`src/rtl/count_pkg.sv`:
```
// Shared types for the count driver: FSM states and move direction.
package count_pkg;

  typedef enum logic [1:0] {
    IDLE = 2'd0,
    STEP = 2'd1,
    WAIT = 2'd2
  } state_t;

  typedef enum logic {
    DIR_UP = 1'b0,
    DIR_DN = 1'b1
  } dir_t;

  localparam int CNT_W_DEF = 8;
  localparam int GAP_W_DEF = 4;

endpackage

```
`src/rtl/count_driver_if.sv`:
```
// Command/pulse bus between a controller (master) and the count driver (slave).
interface count_driver_if #(
  parameter int WIDTH = 8,
  parameter int GAP_W = 4
);
  logic             tgt_valid;
  logic             tgt_ready;
  logic [WIDTH-1:0] tgt_value;
  logic [GAP_W-1:0] gap;
  logic             abort;
  logic             clr;
  logic             inc;
  logic             dec;
  logic [WIDTH-1:0] shadow_count;
  logic             busy;
  logic             done;

  modport master (
    output tgt_valid, tgt_value, gap, abort, clr,
    input  tgt_ready, inc, dec, shadow_count, busy, done
  );

  modport slave (
    input  tgt_valid, tgt_value, gap, abort, clr,
    output tgt_ready, inc, dec, shadow_count, busy, done
  );
endinterface

```
`src/rtl/count_gap_timer.sv`:
```
// Loadable down-counter that paces the idle cycles between step pulses.
// Loaded with gap on entry to WAIT; expired is high in the last WAIT cycle,
// so WAIT lasts exactly the loaded number of cycles.
module count_gap_timer #(
  parameter int GAP_W = 4
) (
  input  logic             clk,
  input  logic             rst_n,
  input  logic             i_load,
  input  logic [GAP_W-1:0] i_load_val,
  input  logic             i_en,
  output logic             o_expired
);

  logic [GAP_W-1:0] r_cnt;

  // Load takes priority; otherwise count down while enabled, saturating at 0.
  always_ff @(posedge clk or negedge rst_n) begin
    if (!rst_n)                           r_cnt <= '0;
    else if (i_load)                      r_cnt <= i_load_val;
    else if (i_en && (r_cnt != '0))       r_cnt <= r_cnt - GAP_W'(1);
  end

  assign o_expired = (r_cnt <= GAP_W'(1));

endmodule

```
`src/rtl/count_driver.sv`:
```
// Drives inc/dec pulses into the downstream up/down counter until a shadow
// copy of that counter reaches the accepted target, then pulses done.
module count_driver
  import count_pkg::*;
#(
  parameter int WIDTH = CNT_W_DEF,
  parameter int GAP_W = GAP_W_DEF
) (
  input  logic          clk,
  input  logic          rst_n,
  count_driver_if.slave bus
);

  state_t           r_state, w_state_nxt;
  dir_t             r_dir, w_dir_nxt;
  logic [WIDTH-1:0] r_target;
  logic [WIDTH-1:0] r_shadow, w_shadow_nxt, w_step_val;
  logic [GAP_W-1:0] r_gap;
  logic             r_inc, r_dec, r_done;
  logic             w_inc_nxt, w_dec_nxt, w_done_nxt;
  logic             w_accept;
  logic             w_tmr_load, w_tmr_en, w_tmr_expired;

  // A handshake in a clr cycle is dropped, so clr masks the accept.
  assign w_accept   = bus.tgt_valid && (r_state == IDLE) && !bus.clr;
  // Shadow value after the pulse issued in the current STEP cycle.
  assign w_step_val = (r_dir == DIR_UP) ? r_shadow + WIDTH'(1) : r_shadow - WIDTH'(1);

  count_gap_timer #(.GAP_W(GAP_W)) u_gap_timer (
    .clk        (clk),
    .rst_n      (rst_n),
    .i_load     (w_tmr_load),
    .i_load_val (r_gap),
    .i_en       (w_tmr_en),
    .o_expired  (w_tmr_expired)
  );

  // Next-state, shadow update and registered-pulse decode.
  always_comb begin
    w_state_nxt  = r_state;
    w_dir_nxt    = r_dir;
    w_shadow_nxt = r_shadow;
    w_done_nxt   = 1'b0;
    w_inc_nxt    = 1'b0;
    w_dec_nxt    = 1'b0;
    w_tmr_load   = 1'b0;
    w_tmr_en     = 1'b0;
    if (bus.clr) begin
      w_state_nxt  = IDLE;
      w_shadow_nxt = '0;
    end else begin
      unique case (r_state)
        IDLE: begin
          if (w_accept) begin
            if (bus.tgt_value == r_shadow) begin
              w_done_nxt = 1'b1;
            end else begin
              w_state_nxt = STEP;
              w_dir_nxt   = (bus.tgt_value > r_shadow) ? DIR_UP : DIR_DN;
            end
          end
        end
        STEP: begin
          // The pulse in flight always lands, even when aborting.
          w_shadow_nxt = w_step_val;
          if (bus.abort) begin
            w_state_nxt = IDLE;
          end else if (w_step_val == r_target) begin
            w_state_nxt = IDLE;
            w_done_nxt  = 1'b1;
          end else if (r_gap == '0) begin
            w_state_nxt = STEP;
          end else begin
            w_state_nxt = WAIT;
            w_tmr_load  = 1'b1;
          end
        end
        WAIT: begin
          w_tmr_en = 1'b1;
          if (bus.abort)          w_state_nxt = IDLE;
          else if (w_tmr_expired) w_state_nxt = STEP;
        end
        default: w_state_nxt = IDLE;
      endcase
    end
    if (w_state_nxt == STEP) begin
      w_inc_nxt = (w_dir_nxt == DIR_UP);
      w_dec_nxt = (w_dir_nxt == DIR_DN);
    end
  end

  // State, shadow and output pulse registers.
  always_ff @(posedge clk or negedge rst_n) begin
    if (!rst_n) begin
      r_state  <= IDLE;
      r_dir    <= DIR_UP;
      r_shadow <= '0;
      r_inc    <= 1'b0;
      r_dec    <= 1'b0;
      r_done   <= 1'b0;
    end else begin
      r_state  <= w_state_nxt;
      r_dir    <= w_dir_nxt;
      r_shadow <= w_shadow_nxt;
      r_inc    <= w_inc_nxt;
      r_dec    <= w_dec_nxt;
      r_done   <= w_done_nxt;
    end
  end

  // Target and gap are captured once per move at accept.
  always_ff @(posedge clk or negedge rst_n) begin
    if (!rst_n) begin
      r_target <= '0;
      r_gap    <= '0;
    end else if (w_accept) begin
      r_target <= bus.tgt_value;
      r_gap    <= bus.gap;
    end
  end

  assign bus.tgt_ready    = (r_state == IDLE);
  assign bus.busy         = (r_state != IDLE);
  assign bus.inc          = r_inc;
  assign bus.dec          = r_dec;
  assign bus.done         = r_done;
  assign bus.shadow_count = r_shadow;

endmodule

```
`src/flat_wrapper.sv`:
```
// flat-port wrapper written by rule: the top's interface ports become plain ports
module count_driver_flat import count_pkg::*;
#(
  parameter int WIDTH = CNT_W_DEF,
  parameter int GAP_W = GAP_W_DEF
)
  (clk, rst_n, bus_tgt_valid, bus_tgt_value, bus_gap, bus_abort, bus_clr, bus_tgt_ready, bus_inc, bus_dec, bus_shadow_count, bus_busy, bus_done);
  count_driver_if #(.WIDTH(WIDTH), .GAP_W(GAP_W)) bus_i ();
  input  logic clk;
  input  logic rst_n;
  input wire logic [$bits(bus_i.tgt_valid)-1:0] bus_tgt_valid;
  input wire logic [$bits(bus_i.tgt_value)-1:0] bus_tgt_value;
  input wire logic [$bits(bus_i.gap)-1:0] bus_gap;
  input wire logic [$bits(bus_i.abort)-1:0] bus_abort;
  input wire logic [$bits(bus_i.clr)-1:0] bus_clr;
  output wire logic [$bits(bus_i.tgt_ready)-1:0] bus_tgt_ready;
  output wire logic [$bits(bus_i.inc)-1:0] bus_inc;
  output wire logic [$bits(bus_i.dec)-1:0] bus_dec;
  output wire logic [$bits(bus_i.shadow_count)-1:0] bus_shadow_count;
  output wire logic [$bits(bus_i.busy)-1:0] bus_busy;
  output wire logic [$bits(bus_i.done)-1:0] bus_done;
  assign bus_i.tgt_valid = bus_tgt_valid;
  assign bus_i.tgt_value = bus_tgt_value;
  assign bus_i.gap = bus_gap;
  assign bus_i.abort = bus_abort;
  assign bus_i.clr = bus_clr;
  assign bus_tgt_ready = bus_i.tgt_ready;
  assign bus_inc = bus_i.inc;
  assign bus_dec = bus_i.dec;
  assign bus_shadow_count = bus_i.shadow_count;
  assign bus_busy = bus_i.busy;
  assign bus_done = bus_i.done;
  count_driver #(.WIDTH(WIDTH), .GAP_W(GAP_W)) u_core (.clk(clk), .rst_n(rst_n), .bus(bus_i));
endmodule
```
`config.mk`:
```
export PLATFORM = sky130hd
export DESIGN_NAME = count_driver_flat
export DESIGN_NICKNAME = d
export VERILOG_FILES = /design/src/rtl/count_pkg.sv /design/src/rtl/count_driver_if.sv /design/src/rtl/count_gap_timer.sv /design/src/rtl/count_driver.sv /design/src/flat_wrapper.sv
export SDC_FILE = /design/constraint.sdc
export NUM_CORES = 1
export LEC_CHECK = 0
export CORE_MARGIN = 2
export CORE_UTILIZATION = 40
export CTS_CLUSTER_SIZE = 30
export DETAILED_ROUTE_END_ITERATION = 10
export SLEW_MARGIN = 15
export SYNTH_ARGS = -nofsm -noshare
export SYNTH_HDL_FRONTEND = slang
export SYNTH_HIERARCHICAL = 1
export SYNTH_SLANG_ARGS = --single-unit
export TNS_END_PERCENT = 10
```
`constraint.sdc`:
```
create_clock -name clk -period 3.75 [get_ports clk]
set_clock_uncertainty 0.15 [all_clocks]
set_input_delay 0.5625 -clock clk [delete_from_list [all_inputs] [get_ports clk]]
set_output_delay 0.5625 -clock clk [all_outputs]
set_load 0.02 [all_outputs]
```
==> metrics.md, run 1 <==
| Metric | Value |
|---|---|
| Wire per inst | `13.7 um` |
| Die height | `73.9 um` |
| Yosys Warn Count | `6` |
| Final Slew Violations | `0` |
| Worst slew margin | `49.6%` |
| FMAX | `303 MHz` |
| Part of the cycle the worst path needs | `88.0%` |
| Core area | `4720 um^2` |
| Hold Violations, Final | `0` |
| Buf/Inv on CP | `0` |
| Pwr dens | `465 nW/um^2` |
| Yosys top cell by area | `dfrtp_1` |
| Netlist Area Pre-Place | `1960 um^2` |
| Initial antenna violation count | `0` |
| Vias in the first global route | `1497` |
| CTS Buf Count | `5` |
| Min-Delay Path Class | `register to register` |
| Post-DRT Antenna Nets | `0` |
| Status | `finished clean` |
| Placement Setup Slack | `0.509 ns` |
| Clock-pin slew on the worst setup and hold paths | `0.07 ns` |
| Crit Path Max Fanout | `11` |
| VDD IR-drop max | `221 uV` |
| Seq cells post-synth | `30` |
| Die ar. | `5460 um^2` |
| Worst EP arrival | `3.28 ns` |
| DR DRC count | `0` |
| GPL Wtd Cong | `0.814` |
| Top Ports | `30` |
| Setup bufs post-CTS | `0` |
| Chip Width | `73.9 um` |
| Vias per inst | `5.01` |
| Post-Syn Instances | `198` |
| Clk sink count | `30` |
| Synth-to-Final Area Change | `24.5%` |
| Setup_tns | `0 ns` |
| CTS tree | `done` |
| Root buf cell | `clkbuf_8` |
| CP Launch Type | `register` |
| Starting Density | `41.4%` |
| Slew @ Worst Pin | `0.755 ns` |
| Hold_buf cts | `0` |
| Layout cells sized above 1 | `11.2%` |
| Setup-failing EPs final | `0` |
| Count leader, synth | `dfrtp_1` |
| Largest cells by area after synthesis | `dfrtp_1 (38%), ha_1 (11%), mux2_2 (6.9%)` |
| Gr usage total | `17.6%` |
| # nets final | `267` |
| Crit path largest cell delay | `0.52 ns` |
| Maximum clock path buffer count | `2` |
| Area share of the largest cell type after synthesis | `38.4%` |
| Setup slack after layout | `0.451 ns` |
| Clock Latency Late Sink | `0.28 ns` |
| Input/output buffers | `29` |
| Kind of end point of the critical path | `register` |
| Async set or reset register ratio after synthesis | `100%` |
| Post-synth EDFFs | `0` |
| Family with the most delay on the worst path | `compound AO/OA/AOI/OAI gates` |
| DR vias | `1503` |
| Worst path cell trace | `ha_1 -> nand2_1 -> o31a_1 -> a31o_1 -> o21ai_0 -> a211oi_2 -> nor2_1 -> nor3b_1 -> mux2i_1 -> o311ai_0` |
| Diodes inserted | `0` |
| Rows | `25` |
| Mean post-synth cell area | `9.88 um^2` |
| DRT Wirelength | `4110 um` |
| Top FF cell, synth | `dfrtp_1` |
| Global-route wire length before repair | `7200 um` |
| H-tree depth | `2` |
| Mapped Nets | `233` |
| Pin count of the biggest net entering global routing | `31` |
| First drt pass iteration count | `4` |
| Lkg Pwr | `1.01 nW` |
| DP HPWL | `3090 um` |
| CP max-delay cell | `dfrtp_1` |
| Number of DRC markers in iteration 0 | `90` |
| Synth cell count leaders | `dfrtp_1 (30), nand2_1 (22), a21oi_1 (19), ha_1 (17), xnor2_1 (15)` |
| RSZ-0062 raised after global routing | `no` |
| Critical path class | `register to register` |
| Grt total ovfl | `0` |
| Count of cell types in the netlist | `44` |
| Max_cap viols | `0` |
| Minimum clock period | `3.30 ns` |
| Required @ worst endpoint | `3.74 ns` |
| CTS resizes | `0` |
| Seq/Total Area, Yosys | `38.4%` |
where the power goes:
part	internal, mW	switching, mW
Combinational	0.188	0.177
Clock	0.195	0.131
Sequential	0.380	0.0610
logic make-up after synthesis:
kind of cell / share of synthesized area, %
AO/OA/AOI/OAI: 15.0
XOR/XNOR: 8.77
multiplexers: 7.42
AND/OR/NAND/NOR: 15.2
buffers and inverters: 3.26
flip-flops: 38.4
adder cells (fa/ha/maj): 11.9
worst min-delay path: stages (launching register included):
cell	delay (ns)
dfrtp_1	0.36
nand2_1	0.06
o21ai_1	0.07
metal layers:
metal | routed length [um] | GRT usage, % | vias up | part of all wire (%)
met4 | 43 | 6.67 | 0 | 1.0
met2 | 1900 | 27.7 | 27 | 46
met1 | 2050 | 23.5 | 698 | 50
met5 | 0 | 0 | - | 0
li1 | - | - | 774 | -
met3 | 126 | 4.12 | 4 | 3.1
layout by cell type (no fill, tap or decap), types with 3 or more instances in the layout:
| master | count |
|---|---|
| a21oi_1 | 19 |
| clkbuf_8 | 5 |
| clkdlybuf4s50_1 | 29 |
| dfrtp_1 | 30 |
| ha_1 | 17 |
| inv_1 | 12 |
| mux2_2 | 12 |
| nand2_1 | 22 |
| nand4_1 | 3 |
| nor2_1 | 11 |
| nor2b_1 | 5 |
| nor3_1 | 5 |
| o21ai_0 | 6 |
| xnor2_1 | 15 |
layout make-up:
cell class | count | area (um^2)
repair buffers | 31 | 305
multi-input cells | 152 | 1140
flip-flops and latches | 30 | 751
clock buffers | 5 | 68.8
well taps | 67 | 83.8
clock inverters | 3 | 40.0
inverters | 12 | 45.0
fillers | 437 | 2290
state kept, by name (all words and copies together) (netlist names):
| name | flops |
|---|---|
| u_core/bus.dec | 1 |
| u_core/bus.shadow_count | 8 |
| u_core/u_gap_timer/r_cnt | 4 |
| u_core/r_state | 2 |
| u_core/r_gap | 4 |
| u_core/bus.inc | 1 |
| u_core/r_target | 8 |
| u_core/r_dir | 1 |
| u_core/bus.done | 1 |
metrics by stage:
| stage | area (um^2) | hold slack, ns | std cells | utilization, % | total power, mW |
|---|---|---|---|---|---|
| after global routing | 2430 | 0.405 | 300 | 51.5 | 1.22 |
| final | 2430 | 0.371 | 300 | 51.5 | 1.13 |
| after CTS | 2430 | 0.384 | 300 | 51.5 | 1.15 |
| after detailed placement | 2330 | 0.369 | 292 | 49.2 | 0.813 |
| after global placement | 2330 | 0.363 | 292 | 49.2 | 0.811 |
| after floorplan | 1960 | 0.117 | 198 | - | 0.707 |
final timing paths:
kind	end	slack [ns]	depth (start not counted)	from
setup / recovery	u_core/u_gap_timer/r_cnt[0]	0.45	10	u_core/r_dir
hold / removal	u_core/u_gap_timer/r_cnt[1]	0.37	2	u_core/r_gap[1]
setup reg to reg	u_core/u_gap_timer/r_cnt[0]	0.45	10	u_core/r_dir
hold reg to reg	u_core/u_gap_timer/r_cnt[1]	0.37	2	u_core/r_gap[1]
max in group asynchronous	u_core/bus.shadow_count[7]	2.65	2	rst_n
min in group asynchronous	u_core/r_target[5]	0.51	2	rst_n
No activity file was read; power rests on OpenSTA's default activity.
==> run 2: changes to the inputs <==
Settings changed: CTS_CLUSTER_SIZE 30 to 12, GPL_ROUTABILITY_DRIVEN set to 0.
==> results of run 2 <==
The final DEF is identical to that of run 1; final timing and power are the same.
==> run 3: changes to the inputs <==
Settings changed: ABC_CLOCK_PERIOD_IN_PS set to 3750.
==> results of run 3 <==
The final DEF is identical to that of run 1; final timing and power are the same.
